==> src/rtl/i2c_master_ctrl_if.sv <==
// Command/response handshake and I2C pin bundle between the AXI-side register
// logic, the single-byte I2C master sequencer and the open-drain bus.
interface i2c_master_ctrl_if;
  logic       cmd_valid;
  logic       cmd_ready;
  logic [6:0] cmd_addr;
  logic       cmd_rw;
  logic [7:0] cmd_wdata;
  logic       rsp_valid;
  logic [7:0] rsp_rdata;
  logic [1:0] rsp_nack;
  logic       busy;
  logic       m_scl_o;
  logic       m_sda_i;
  logic       m_sda_o;
  logic       m_sda_o_en;

  modport master (
    input  cmd_valid, cmd_addr, cmd_rw, cmd_wdata, m_sda_i,
    output cmd_ready, rsp_valid, rsp_rdata, rsp_nack, busy,
           m_scl_o, m_sda_o, m_sda_o_en
  );

  modport slave (
    output cmd_valid, cmd_addr, cmd_rw, cmd_wdata, m_sda_i,
    input  cmd_ready, rsp_valid, rsp_rdata, rsp_nack, busy,
           m_scl_o, m_sda_o, m_sda_o_en
  );
endinterface

==> src/rtl/i2c_master_ctrl.sv <==
// Single-byte I2C master: START, 7-bit address + R/W, ACK, one data byte, ACK, STOP.
// Each bit period is four quarters of CLK_DIV clocks; SCL and SDA enable are registered.
module i2c_master_ctrl #(
  parameter int CLK_DIV = 2
) (
  input  logic              CLK,
  input  logic              RESETn,
  i2c_master_ctrl_if.master bus
);

  localparam int             QW      = (CLK_DIV > 1) ? $clog2(CLK_DIV) : 1;
  localparam logic [QW-1:0]  QC_LAST = QW'(CLK_DIV - 1);

  typedef enum logic [3:0] {
    IDLE, START, ADDR, ACK1, WDATA, RDATA, ACK2, STOP, DONE
  } state_t;

  state_t        r_state;
  logic [QW-1:0] r_qc;
  logic [1:0]    r_q;
  logic [2:0]    r_bit_cnt;
  logic [7:0]    r_shift;
  logic [7:0]    r_wdata;
  logic          r_rw;
  logic [7:0]    r_rdata;
  logic [1:0]    r_nack;
  logic          r_rsp_valid;
  logic          r_scl;
  logic          r_sda_en;

  state_t        w_nxt_state;
  logic [QW-1:0] w_nxt_qc;
  logic [1:0]    w_nxt_q;
  logic [2:0]    w_nxt_bit_cnt;
  logic [7:0]    w_nxt_shift;
  logic          w_accept;
  logic          w_q_end;
  logic          w_period_end;
  logic          w_sample;
  logic          w_addr_nack;

  // Pin levels are a pure function of where we are inside the bit period.
  function automatic logic scl_of(input state_t s, input logic [1:0] q);
    case (s)
      IDLE, DONE, START: scl_of = 1'b1;
      default:           scl_of = q[1];
    endcase
  endfunction

  function automatic logic sda_en_of(input state_t s, input logic [1:0] q, input logic b);
    case (s)
      START:        sda_en_of = q[1];
      ADDR, WDATA:  sda_en_of = ~b;
      STOP:         sda_en_of = (q != 2'd3);
      default:      sda_en_of = 1'b0;
    endcase
  endfunction

  assign w_accept     = (r_state == IDLE) && bus.cmd_valid;
  assign w_q_end      = (r_qc == QC_LAST);
  assign w_period_end = w_q_end && (r_q == 2'd3);
  assign w_sample     = (r_qc == '0) && (r_q == 2'd3);
  // With CLK_DIV=1 the ACK sample and the period end share one edge.
  assign w_addr_nack  = r_nack[0] | (w_sample & bus.m_sda_i);

  always_comb begin
    // NOTE: every signal gets a default before the case so no path leaves it unassigned (no latch).
    w_nxt_state   = r_state;
    w_nxt_qc      = r_qc;
    w_nxt_q       = r_q;
    w_nxt_bit_cnt = r_bit_cnt;
    w_nxt_shift   = r_shift;
    case (r_state)
      IDLE: begin
        if (w_accept) begin
          w_nxt_state   = START;
          w_nxt_qc      = '0;
          w_nxt_q       = '0;
          w_nxt_bit_cnt = '0;
          w_nxt_shift   = {bus.cmd_addr, bus.cmd_rw};
        end
      end
      DONE: w_nxt_state = IDLE;
      default: begin
        if (w_q_end) begin
          w_nxt_qc = '0;
          w_nxt_q  = r_q + 2'd1;
        end else begin
          w_nxt_qc = r_qc + QW'(1);
        end
        if (w_period_end) begin
          w_nxt_bit_cnt = r_bit_cnt + 3'd1;
          case (r_state)
            START: begin
              w_nxt_state   = ADDR;
              w_nxt_bit_cnt = '0;
            end
            ADDR: begin
              w_nxt_shift = {r_shift[6:0], 1'b0};
              if (r_bit_cnt == 3'd7) w_nxt_state = ACK1;
            end
            ACK1: begin
              w_nxt_bit_cnt = '0;
              if (w_addr_nack)  w_nxt_state = STOP;
              else if (r_rw)    w_nxt_state = RDATA;
              else begin
                w_nxt_state = WDATA;
                w_nxt_shift = r_wdata;
              end
            end
            WDATA: begin
              w_nxt_shift = {r_shift[6:0], 1'b0};
              if (r_bit_cnt == 3'd7) w_nxt_state = ACK2;
            end
            RDATA:   if (r_bit_cnt == 3'd7) w_nxt_state = ACK2;
            ACK2:    w_nxt_state = STOP;
            STOP:    w_nxt_state = DONE;
            default: w_nxt_state = r_state;
          endcase
        end
      end
    endcase
  end

  always_ff @(posedge CLK or negedge RESETn) begin
    if (!RESETn) begin
      r_state     <= IDLE;
      r_qc        <= '0;
      r_q         <= '0;
      r_bit_cnt   <= '0;
      r_shift     <= '0;
      r_wdata     <= '0;
      r_rw        <= 1'b0;
      r_rdata     <= '0;
      r_nack      <= '0;
      r_rsp_valid <= 1'b0;
      r_scl       <= 1'b1;
      r_sda_en    <= 1'b0;
    end else begin
      // NOTE: non-blocking updates so every register sees the pre-edge values of the others.
      r_state     <= w_nxt_state;
      r_qc        <= w_nxt_qc;
      r_q         <= w_nxt_q;
      r_bit_cnt   <= w_nxt_bit_cnt;
      r_shift     <= w_nxt_shift;
      r_rsp_valid <= (w_nxt_state == DONE);
      r_scl       <= scl_of(w_nxt_state, w_nxt_q);
      r_sda_en    <= sda_en_of(w_nxt_state, w_nxt_q, w_nxt_shift[7]);
      if (w_accept) begin
        r_wdata <= bus.cmd_wdata;
        r_rw    <= bus.cmd_rw;
        r_rdata <= '0;
        r_nack  <= '0;
      end
      if (w_sample) begin
        if (r_state == RDATA)                          r_rdata   <= {r_rdata[6:0], bus.m_sda_i};
        if (r_state == ACK1 && bus.m_sda_i)            r_nack[0] <= 1'b1;
        if (r_state == ACK2 && !r_rw && bus.m_sda_i)   r_nack[1] <= 1'b1;
      end
    end
  end

  assign bus.cmd_ready  = (r_state == IDLE);
  assign bus.busy       = (r_state != IDLE);
  assign bus.rsp_valid  = r_rsp_valid;
  assign bus.rsp_rdata  = r_rdata;
  assign bus.rsp_nack   = r_nack;
  assign bus.m_scl_o    = r_scl;
  assign bus.m_sda_o    = 1'b0;
  assign bus.m_sda_o_en = r_sda_en;

endmodule

==> src/flat_wrapper.sv <==
// flat-port wrapper written by rule: the top's interface ports become plain ports
module i2c_master_ctrl_flat 
#(
  parameter int CLK_DIV = 2
)
  (CLK, RESETn, bus_cmd_valid, bus_cmd_addr, bus_cmd_rw, bus_cmd_wdata, bus_m_sda_i, bus_cmd_ready, bus_rsp_valid, bus_rsp_rdata, bus_rsp_nack, bus_busy, bus_m_scl_o, bus_m_sda_o, bus_m_sda_o_en);
  i2c_master_ctrl_if bus_i ();
  input  logic CLK;
  input  logic RESETn;
  input wire logic [$bits(bus_i.cmd_valid)-1:0] bus_cmd_valid;
  input wire logic [$bits(bus_i.cmd_addr)-1:0] bus_cmd_addr;
  input wire logic [$bits(bus_i.cmd_rw)-1:0] bus_cmd_rw;
  input wire logic [$bits(bus_i.cmd_wdata)-1:0] bus_cmd_wdata;
  input wire logic [$bits(bus_i.m_sda_i)-1:0] bus_m_sda_i;
  output wire logic [$bits(bus_i.cmd_ready)-1:0] bus_cmd_ready;
  output wire logic [$bits(bus_i.rsp_valid)-1:0] bus_rsp_valid;
  output wire logic [$bits(bus_i.rsp_rdata)-1:0] bus_rsp_rdata;
  output wire logic [$bits(bus_i.rsp_nack)-1:0] bus_rsp_nack;
  output wire logic [$bits(bus_i.busy)-1:0] bus_busy;
  output wire logic [$bits(bus_i.m_scl_o)-1:0] bus_m_scl_o;
  output wire logic [$bits(bus_i.m_sda_o)-1:0] bus_m_sda_o;
  output wire logic [$bits(bus_i.m_sda_o_en)-1:0] bus_m_sda_o_en;
  assign bus_i.cmd_valid = bus_cmd_valid;
  assign bus_i.cmd_addr = bus_cmd_addr;
  assign bus_i.cmd_rw = bus_cmd_rw;
  assign bus_i.cmd_wdata = bus_cmd_wdata;
  assign bus_i.m_sda_i = bus_m_sda_i;
  assign bus_cmd_ready = bus_i.cmd_ready;
  assign bus_rsp_valid = bus_i.rsp_valid;
  assign bus_rsp_rdata = bus_i.rsp_rdata;
  assign bus_rsp_nack = bus_i.rsp_nack;
  assign bus_busy = bus_i.busy;
  assign bus_m_scl_o = bus_i.m_scl_o;
  assign bus_m_sda_o = bus_i.m_sda_o;
  assign bus_m_sda_o_en = bus_i.m_sda_o_en;
  i2c_master_ctrl #(.CLK_DIV(CLK_DIV)) u_core (.CLK(CLK), .RESETn(RESETn), .bus(bus_i));
endmodule
==> config.mk <==
export PLATFORM = sky130hd
export DESIGN_NAME = i2c_master_ctrl_flat
export DESIGN_NICKNAME = d
export VERILOG_FILES = /design/src/rtl/i2c_master_ctrl_if.sv /design/src/rtl/i2c_master_ctrl.sv /design/src/flat_wrapper.sv
export SDC_FILE = /design/constraint.sdc
export NUM_CORES = 1
export LEC_CHECK = 0
export CAP_MARGIN = 20
export CORE_MARGIN = 2
export CORE_UTILIZATION = 30
export CTS_BUF_LIST = sky130_fd_sc_hd__clkbuf_4 sky130_fd_sc_hd__clkbuf_8
export DETAILED_ROUTE_END_ITERATION = 6
export PLACE_DENSITY = 0.6
export REMOVE_ABC_BUFFERS = 1
export SETUP_SLACK_MARGIN = 0.15
export SLEW_MARGIN = 0
export SYNTH_ARGS = -nofsm -noshare
export SYNTH_HDL_FRONTEND = slang
export SYNTH_SLANG_ARGS = --single-unit
==> constraint.sdc <==
create_clock -name CLK -period 2.3 [get_ports CLK]
set_input_delay 0.69 -clock CLK [delete_from_list [all_inputs] [get_ports CLK]]
set_output_delay 0.69 -clock CLK [all_outputs]
set_load 0.01 [all_outputs]
Word level (Yosys, flattened, before mapping)
Cells that the tools add are included.

Output and inout port bits: 16. Flip-flop bits (word level): 40. Bits of input ports: 20. Logic and storage cells: 93.

Equality and inequality tests: 19. Reduce and logical (&&, ||, !) cells: 20. Add/sub/neg operators: 3. Bitwise gates (word level): 5. Mux-type cells: 33.

Operators with widths (count): $mux W8 (7); $pmux W8 S2 (2); $eq A4 B3 Y1 const B (6); $pmux W4 S6 (1); $mux W4 (5); $eq A4 B2 Y1 const B (3); $mux W3 (3); $eq A4 B1 Y1 const B (2); $eq A4 B4 Y1 const B (2); $logic_not A4 Y1 (2); $mux W2 (4); $pmux W4 S2 (1); $reduce_or A2 Y1 (4); $logic_and A1 B1 Y1 (6); $mux W1 (6); $ne A3 B3 Y1 const B (2); $pmux W3 S2 (1); $reduce_and A6 Y1 (1); $pmux W2 S2 (1); $reduce_bool A4 Y1 (1); $add A3 B1 Y3 const B (1); $eq A3 B3 Y1 const B (1); $not A1 Y1 (3); $pmux W1 S3 (1); 14 further kinds (14).

Depth between registers and ports, before layout
Gate-level depths: netlist of the first run.

Depth after elaboration: 11. Depth in mapped cells: 8. Gate-level depth less buffers: 8.

Worst setup path after synthesis of the first run
No wires, ideal clock.

Kind: input to register. Start: input bus_m_sda_i. End: register u_core.r_shift[0]. Cell stages on the path: 6. Data required time: 2175 ps. Path slack: 330 ps. Setup time: 125 ps. Data arrival time: 1845 ps. Buffers on the path: 0. Cells stage by stage: and3b_1 or3_1 nand2_1 o311ai_1 a221oi_1 inv_1.

Word-level cells in the longest chain between the ends: 4.

Ends and longest elaborated chain: from (decl) (line flat_wrapper.sv:14) `input wire logic [$bits(bus_i.m_sda_i)-1:0] bus_m_sda_i;`; $and A1 B1 Y1 (line i2c_master_ctrl.sv:64) `assign w_addr_nack = r_nack[0] | (w_sample & bus.m_sda_i);`; $or A1 B1 Y1 (line i2c_master_ctrl.sv:64); $ne A3 B3 Y1 (no source line); $reduce_and A6 Y1 (no source line); to (signal assigned) (line i2c_master_ctrl.sv:145) `r_shift <= w_nxt_shift;`; to (decl) (line i2c_master_ctrl.sv:22) `logic [7:0] r_shift;`.

No other way between the ends. A chain may end at the register's enable or synchronous reset.

Worst setup path in the final report of the first run
Start: register u_core.r_q[0]. End: register u_core.r_sda_en (netlist: u_core.bus.m_sda_o_en).

Elaborated cells on any way between the ends: 25. Those cells by class: 1 x add/sub; 6 x eq/ne; 12 x mux; 3 x bitwise; 3 x reduce/logical.

RTL lines: from (decl) (line i2c_master_ctrl.sv:20) `logic [1:0] r_q;`; from (signal assigned) (line i2c_master_ctrl.sv:143) `r_q <= w_nxt_q;`; $eq A2 B2 Y1 * (line i2c_master_ctrl.sv:61, i2c_master_ctrl.sv:62); $logic_and A1 B1 Y1 (line i2c_master_ctrl.sv:62) `assign w_sample = (r_qc == '0) && (r_q == 2'd3);`; $and A1 B1 Y1 (line i2c_master_ctrl.sv:64); $or A1 B1 Y1 (line i2c_master_ctrl.sv:64); $mux W8 (line i2c_master_ctrl.sv:104) `if (w_addr_nack) w_nxt_state = STOP;`; $pmux W8 S2 (line i2c_master_ctrl.sv:93) `case (r_state)`; $mux W8 * (line i2c_master_ctrl.sv:91) `if (w_period_end) begin`; $pmux W8 S2 * (line i2c_master_ctrl.sv:73) `case (r_state)`; named net u_core.w_nxt_shift[7] (line i2c_master_ctrl.sv:35) `logic [7:0] w_nxt_shift;`; $not A1 Y1 * (line i2c_master_ctrl.sv:53) `ADDR, WDATA: sda_en_of = ~b;`; $pmux W1 S3 * (line i2c_master_ctrl.sv:51) `case (s)`; to (signal assigned) (line i2c_master_ctrl.sv:148) `r_sda_en <= sda_en_of(w_nxt_state, w_nxt_q, w_nxt_shift[7]);`; to (decl) (line i2c_master_ctrl.sv:29) `logic r_sda_en;`.

Mark *: on every way through the listed nets, which the timed path passes. The rest lies on a longest branch. The select of a mux whose other input is x is not followed.

==> results of run 1 <==
-- through the flow --
step,setup WS (ns),hold WS [ns]
2_1_floorplan,0.174,0.394
3_3_place_gp,-0.257,0.458
3_5_place_dp,-0.251,0.466
4_1_cts,0.159,0.369
5_1_grt,0.0990,0.382
6_report,0.227,0.349
-- kinds of logic after synthesis --
group / synth area share
xor+xnor: 0.0132
compound gates: 0.191
buf+inv: 0.0408
simple gates: 0.216
flops: 0.503
mux: 0.0157
fa+ha+maj: 0.0188
other cells: 0.00188
-- report_power, final --
group / internal [uW] / total [uW] / switching, uW
clock: 543 / 807 / 264
sequential: 703 / 703 / 0
combinational: 30.7 / 52.6 / 21.9
total: 1280 / 1560 / 286
-- timing repair --
item                       CTS  global route
pin swaps                    4             1
buffers inserted             1             0
setup endpoints to repair   11             9
resized for setup            7             8
-- worst paths after layout --
kind	end	slack [ns]	depth (start not counted)
max	u_core.bus.m_sda_o_en	0.23	7
min	u_core.bus.rsp_rdata[2]	0.35	1
max reg2reg	u_core.bus.m_sda_o_en	0.23	7
min reg2reg	u_core.r_bit_cnt[2]	0.48	2
max in group asynchronous	u_core.r_shift[2]	1.46	2
min in group CLK	u_core.r_bit_cnt[2]	0.48	2
-- critical path, cell delays in order (launching register included) --
cell	delay (ns)
sky130_fd_sc_hd__dfrtp_1	0.40
sky130_fd_sc_hd__ha_2	0.24
sky130_fd_sc_hd__nand2_1	0.17
sky130_fd_sc_hd__or4_4	0.54
sky130_fd_sc_hd__o221ai_2	0.21
sky130_fd_sc_hd__a32oi_2	0.15
sky130_fd_sc_hd__nor3_1	0.15
sky130_fd_sc_hd__a32o_1	0.15
-- sequential cells by signal (all words and copies together), names as in the netlist --
signal	cells
u_core.bus.m_scl_o	1
u_core.r_q	2
u_core.r_wdata	8
u_core.bus.rsp_valid	1
u_core.bus.m_sda_o_en	1
u_core.r_qc	1
u_core.r_bit_cnt	3
u_core.r_shift	8
u_core.bus.rsp_rdata	8
u_core.r_state	4
u_core.r_rw	1
u_core.bus.rsp_nack	2
-- cells in the mapped netlist (2+ instances only) --
| cell type | count |
|---|---|
| sky130_fd_sc_hd__a22o_1 | 10 |
| sky130_fd_sc_hd__o21ai_0 | 12 |
| sky130_fd_sc_hd__nor3_1 | 5 |
| sky130_fd_sc_hd__inv_1 | 6 |
| sky130_fd_sc_hd__mux2i_1 | 2 |
| sky130_fd_sc_hd__nand3_1 | 4 |
| sky130_fd_sc_hd__buf_2 | 2 |
| sky130_fd_sc_hd__or3_1 | 3 |
| sky130_fd_sc_hd__buf_4 | 4 |
| sky130_fd_sc_hd__and2_1 | 3 |
| sky130_fd_sc_hd__nor2_1 | 5 |
| sky130_fd_sc_hd__ha_1 | 3 |
| sky130_fd_sc_hd__nor4_4 | 2 |
| sky130_fd_sc_hd__xnor2_1 | 3 |
| sky130_fd_sc_hd__nor3_2 | 2 |
| sky130_fd_sc_hd__a22oi_1 | 13 |
| sky130_fd_sc_hd__nand2_1 | 45 |
| sky130_fd_sc_hd__dfrtp_1 | 39 |
-- layout make-up --
class	instances	area [um2]	area share
sequential	40	1000	0.371
inverter	6	22.5	0.00833
tap	77	96.3	0.0356
timing repair buffer	51	464	0.172
clock inverter	3	90.1	0.0333
multi-input combinational	139	960	0.355
clock buffer	5	68.8	0.0255
-- routing by layer --
layer / vias up / wire, um / global-route usage
li1: 803 / - / -
met1: 787 / 2170 / 0.192
met2: 43 / 2200 / 0.214
met3: 7 / 234 / 0.0318
met4: 0 / 63 / 0.0462
met5: - / 0 / 0
==> reports/summary.md, run 1 <==
• **share of the core filled with cells** 0.423
• **leading register cell type out of synthesis** sky130_fd_sc_hd__dfrtp_1
• **number of endpoints failing setup at the final stage** 0
• **final instance count without filler cells** 321
• **transition time at the pin with the least slew margin** 0.514 ns
• **setup total negative slack** 0 ns
• **layout net count** 266
• **DRC violations left** 0
• **number of different library cells in the post-synthesis netlist** 49
• **Crit Path Class** reg2reg
• **dpl cells** 312
• **synthesized flop and latch total** 40
• **sum of routed wire length over all layers** 4670 um
• **number of antenna violations at the first check in global routing** 0
• **Final ANT Viol Nets** 0
• **Worst-Skew Late Latency** 0.30 ns
• **maximum number of buffers from clock root to sink** 2
• **overall power of the completed layout** 1560 uW
• **Die H** 85.5 um
• **filler cell count** 631
• **first-pass GRT wire length** 8040 um
• **post-route cell area** 2700 um2
• **Post-synth EDFFs** 0
• **cell chosen for the clock root** sky130_fd_sc_hd__clkbuf_8
• **total I/O pin count** 36
• **Mean Syn Cell Area** 10.3 um2
• **proportion of register bits with asynchronous set or reset after synthesis** 1.00
• **largest area contributor in the netlist** sky130_fd_sc_hd__dfrtp_1
• **hold bufs inserted after CTS** 0
• **highest clock frequency the design can meet** 0.482 GHz
• **worst clock skew** 0.00932 ns
• **number of buffers added on ports** 34
• **CP max FO** 5
• **Avg Vias per Cell** 5.11
• **per-cell routed wire length** 14.6 um
• **placer congestion estimate** 0.858
• **antenna diode count** 0
• **Critical Path Start Type** flip-flop
• **count of synthesis-stage warnings from yosys** 0
• **die area** 7320 um2
• **share of the synthesized area in the top cell type** 0.489
• **leading cell types by total area after synthesis** sky130_fd_sc_hd__dfrtp_1 49%, sky130_fd_sc_hd__nand2_1 8.5%, sky130_fd_sc_hd__a22oi_1 4.9%
• **crit path DAT** 2.31 ns
• **layout cells sized above 1** 0.184
• **Final Max Slew Viols** 0
• **largest vdd supply drop** 0.000407 V
• **leakage dissipation** 0.00119 uW
• **clock-pin slew reported for the worst setup and hold paths after clock tree synthesis** 0.09 ns
• **TritonCTS Sinks** 40
• **half-perimeter wire length after placement** 3330 um
• **CP Capture Type** flip-flop
• **Mapped Area** 1990 um2
• **most common library cell in the layout ignoring fill and taps** sky130_fd_sc_hd__nand2_1
• **Worst Hold Class** in2async
• **placed instance area** 2500 um2
• **beginning of the critical path** u_core.r_q[0]
• **worst path required time** 2.54 ns
• **CTS tree** yes
• **commonest non-fill, non-tap cells in the layout** 45 x sky130_fd_sc_hd__nand2_1, 39 x sky130_fd_sc_hd__dfrtp_1, 30 x sky130_fd_sc_hd__clkdlybuf4s50_1
• **effective utilization at floorplan** 0.312
• **min Tclk post-route** 2.07 ns
• **number of global-route vias before repair** 1648
• **synthesized instance count** 194
• **DR vias** 1640
• **launching point of the worst reg2reg path** u_core.r_q[0]
• **max-cap viol count** 0
• **count of endpoints failing hold in the final timing report** 0
• **number of detailed-routing iterations run before antenna repair** 4
• **pin count of the biggest net entering global routing** 22
• **Congestion Overflow GR** 0
• **share of the cycle needed by the critical path after routing** 0.901
• **overall die width** 85.5 um
• **number of DRC markers in iteration 0** 130
• **Tot GR Track Use** 0.138
• **number of buffers created by CTS** 5
• **ratio of total power to cell area** 578 nW/um2
• **result of the run** finished, final reports clean
• **layout overhead on the synthesized area** 35.6%
• **portion of the post-synthesis area used by sequential elements** 0.503
• **floorplan row count** 29
• **Std-Cell Core Area** 6390 um2
• **relative max-transition margin** 0.657
• **maximum level of the CTS H-tree** 2
• **setup repair after global routing missed its margin** true
(Power assumes the default switching activity.)
==> run 2, diff against run 1 <==
CORE_MARGIN = 10   (was 2)
==> reports/summary.md, run 2 (same netlist as run 1, synthesis figures left out) <==
• **DRC violations left** 0, unchanged
• **number of antenna violations at the first check in global routing** 0, unchanged
• **dpl cells** 314, was 312
• **min Tclk post-route** 2.06 ns, was 2.07 ns
• **count of endpoints failing hold in the final timing report** 0, unchanged
• **cell chosen for the clock root** sky130_fd_sc_hd__clkbuf_8, unchanged
• **setup repair after global routing missed its margin** false, was true
• **largest vdd supply drop** 0.000339 V, was 0.000407 V
• **setup total negative slack** 0 ns, unchanged
• **placed instance area** 2510 um2, was 2500 um2
• **maximum level of the CTS H-tree** 2, unchanged
• **TritonCTS Sinks** 40, unchanged
• **per-cell routed wire length** 15.3 um, was 14.6 um
• **Congestion Overflow GR** 0, unchanged
• **post-route cell area** 2730 um2, was 2700 um2
• **overall die width** 102 um, was 85.5 um
• **filler cell count** 628, was 631
• **CP max FO** 13, was 5
• **Std-Cell Core Area** 6390 um2, unchanged
• **met3 layer usage reported by global route** 0.0300, was 0.0318
• **ordered cell list for the critical path** buf_6 > and4bb_4 > nor4b_4 > nand4_1 > a32oi_2 > nor3_1 > a32o_1, was ha_2 > nand2_1 > or4_4 > o221ai_2 > a32oi_2 > nor3_1 > a32o_1
• **leakage dissipation** 0.00122 uW, was 0.00119 uW
• **GR met2 Demand/Resource** 0.152, was 0.214
• **Final Max Slew Viols** 0, unchanged
• **number of DRC markers in iteration 0** 124, was 130
• **total I/O pin count** 36, unchanged
• **pin count of the biggest net entering global routing** 22, unchanged
• **result of the run** finished, final reports clean, unchanged
• **highest clock frequency the design can meet** 0.485 GHz, was 0.482 GHz
• **max-cap viol count** 0, unchanged
• **crit path DAT** 2.25 ns, was 2.31 ns
• **most common library cell in the layout ignoring fill and taps** sky130_fd_sc_hd__nand2_1, unchanged
• **routing layer with the top usage in global route** met2, unchanged
• **Crit Path Class** reg2reg, unchanged
• **Global Route met1 Usage** 0.127, was 0.192
• **layout net count** 276, was 266
• **DR vias** 1690, was 1640
• **Critical Path Start Type** flip-flop, unchanged
• **number of buffers added on ports** 34, unchanged
• **Final ANT Viol Nets** 0, unchanged
• **commonest non-fill, non-tap cells in the layout** 45 x sky130_fd_sc_hd__nand2_1, 39 x sky130_fd_sc_hd__dfrtp_1, 30 x sky130_fd_sc_hd__clkdlybuf4s50_1, unchanged
• **number of detailed-routing iterations run before antenna repair** 4, unchanged
• **floorplan row count** 29, unchanged
• **layout overhead on the synthesized area** 36.8%, was 35.6%
• **Critical-path top delay cell** sky130_fd_sc_hd__dfrtp_1, was sky130_fd_sc_hd__or4_4
• **half-perimeter wire length after placement** 3720 um, was 3330 um
• **max incr delay on CP** 0.41 ns, was 0.54 ns
• **clock-pin slew reported for the worst setup and hold paths after clock tree synthesis** 0.07 ns, was 0.09 ns
• **number of endpoints failing setup at the final stage** 0, unchanged
• **Worst Hold Class** in2async, unchanged
• **maximum number of buffers from clock root to sink** 2, unchanged
• **antenna diode count** 0, unchanged
• **worst clock skew** 0.00863 ns, was 0.00932 ns
• **transition time at the pin with the least slew margin** 0.618 ns, was 0.514 ns
• **hold bufs inserted after CTS** 0, unchanged
• **Tot GR Track Use** 0.0982, was 0.138
• **layout cells sized above 1** 0.213, was 0.184
• **Final Hold Slack** 0.354 ns, was 0.349 ns
• **sum of routed wire length over all layers** 5050 um, was 4670 um
• **placer congestion estimate** 0.854, was 0.858
• **Avg Vias per Cell** 5.11, about the same
• **final instance count without filler cells** 331, was 321
• **CP Capture Type** flip-flop, unchanged
• **die area** 10300 um2, was 7320 um2
• **number of buffers created by CTS** 5, unchanged
• **CTS tree** yes, unchanged
• **first-pass GRT wire length** 8290 um, was 8040 um
• **number of global-route vias before repair** 1699, was 1648
• **ratio of total power to cell area** 488 nW/um2, was 578 nW/um2
• **Die H** 102 um, was 85.5 um
• **Worst-Skew Late Latency** 0.30 ns, about the same
• **worst path required time** 2.48 ns, was 2.54 ns
• **relative max-transition margin** 0.588, was 0.657
• **effective utilization at floorplan** 0.312, unchanged
• **share of the cycle needed by the critical path after routing** 0.896, was 0.901
run 2: final cells by class:
class                   count  area [um2]  share of cell area
clock buffers               5        68.8              0.0252
clock inverters             3        42.5              0.0156
inverters                   6        22.5             0.00826
multi-input cells         139         947               0.347
flip-flops and latches     40        1000               0.367
well taps                  77        96.3              0.0353
repair buffers             61         548               0.201
run 2: metrics by stage:
stage               total power, uW   util  setup WS (ns)
floorplan                       718      -          0.174
global placement                771  0.394         -0.213
detailed placement              771  0.394         -0.243
CTS                            1350  0.415         0.0902
global route                   1380  0.427          0.149
finish                         1330  0.427          0.240
run 2: repair_timing:
action,in CTS,in global routing
endpoints found under the setup margin,11,12
pin swaps,4,5
buffers inserted,3,6
endpoints found under the hold margin,0,0
resized for setup,4,10
run 2: path summary, 6_finish.rpt:
kind / from / slack [ns] / depth (start not counted) / end
worst max-delay path: u_core.r_state[2] / 0.24 / 7 / u_core.bus.m_sda_o_en
worst min register to register: u_core.r_bit_cnt[1] / 0.48 / 2 / u_core.r_bit_cnt[1]
worst max register to register: u_core.r_state[2] / 0.24 / 7 / u_core.bus.m_sda_o_en
min in group CLK: u_core.r_bit_cnt[1] / 0.48 / 2 / u_core.r_bit_cnt[1]
worst min-delay path: RESETn / 0.35 / 1 / u_core.r_state[1]
max in group asynchronous: RESETn / 1.48 / 2 / u_core.r_shift[7]
run 2: report_power, final:
group / switching, uW / leakage (uW) / internal [uW]
sequential: 0 / 0.000520 / 703
combinational: 22.5 / 0.000650 / 30.8
clock: 253 / 0.0000541 / 321
total: 275 / 0.00122 / 1050
run 2: layer usage:
layer	vias to the layer above	part of all wire	routed length, um
li1	823	-	-
met1	825	0.44	2230
met2	33	0.49	2480
met3	9	0.054	274
met4	0	0.013	64
met5	-	0	0
run 2: worst max-delay path: cells and delay by family (launching register included):
| kind | cells | cell delay, ns |
|---|---|---|
| and+or+nand+nor | 4 | 0.85 |
| AOI/OAI and AO/OA | 2 | 0.51 |
| DFF | 1 | 0.41 |
| buffers and inverters | 1 | 0.17 |
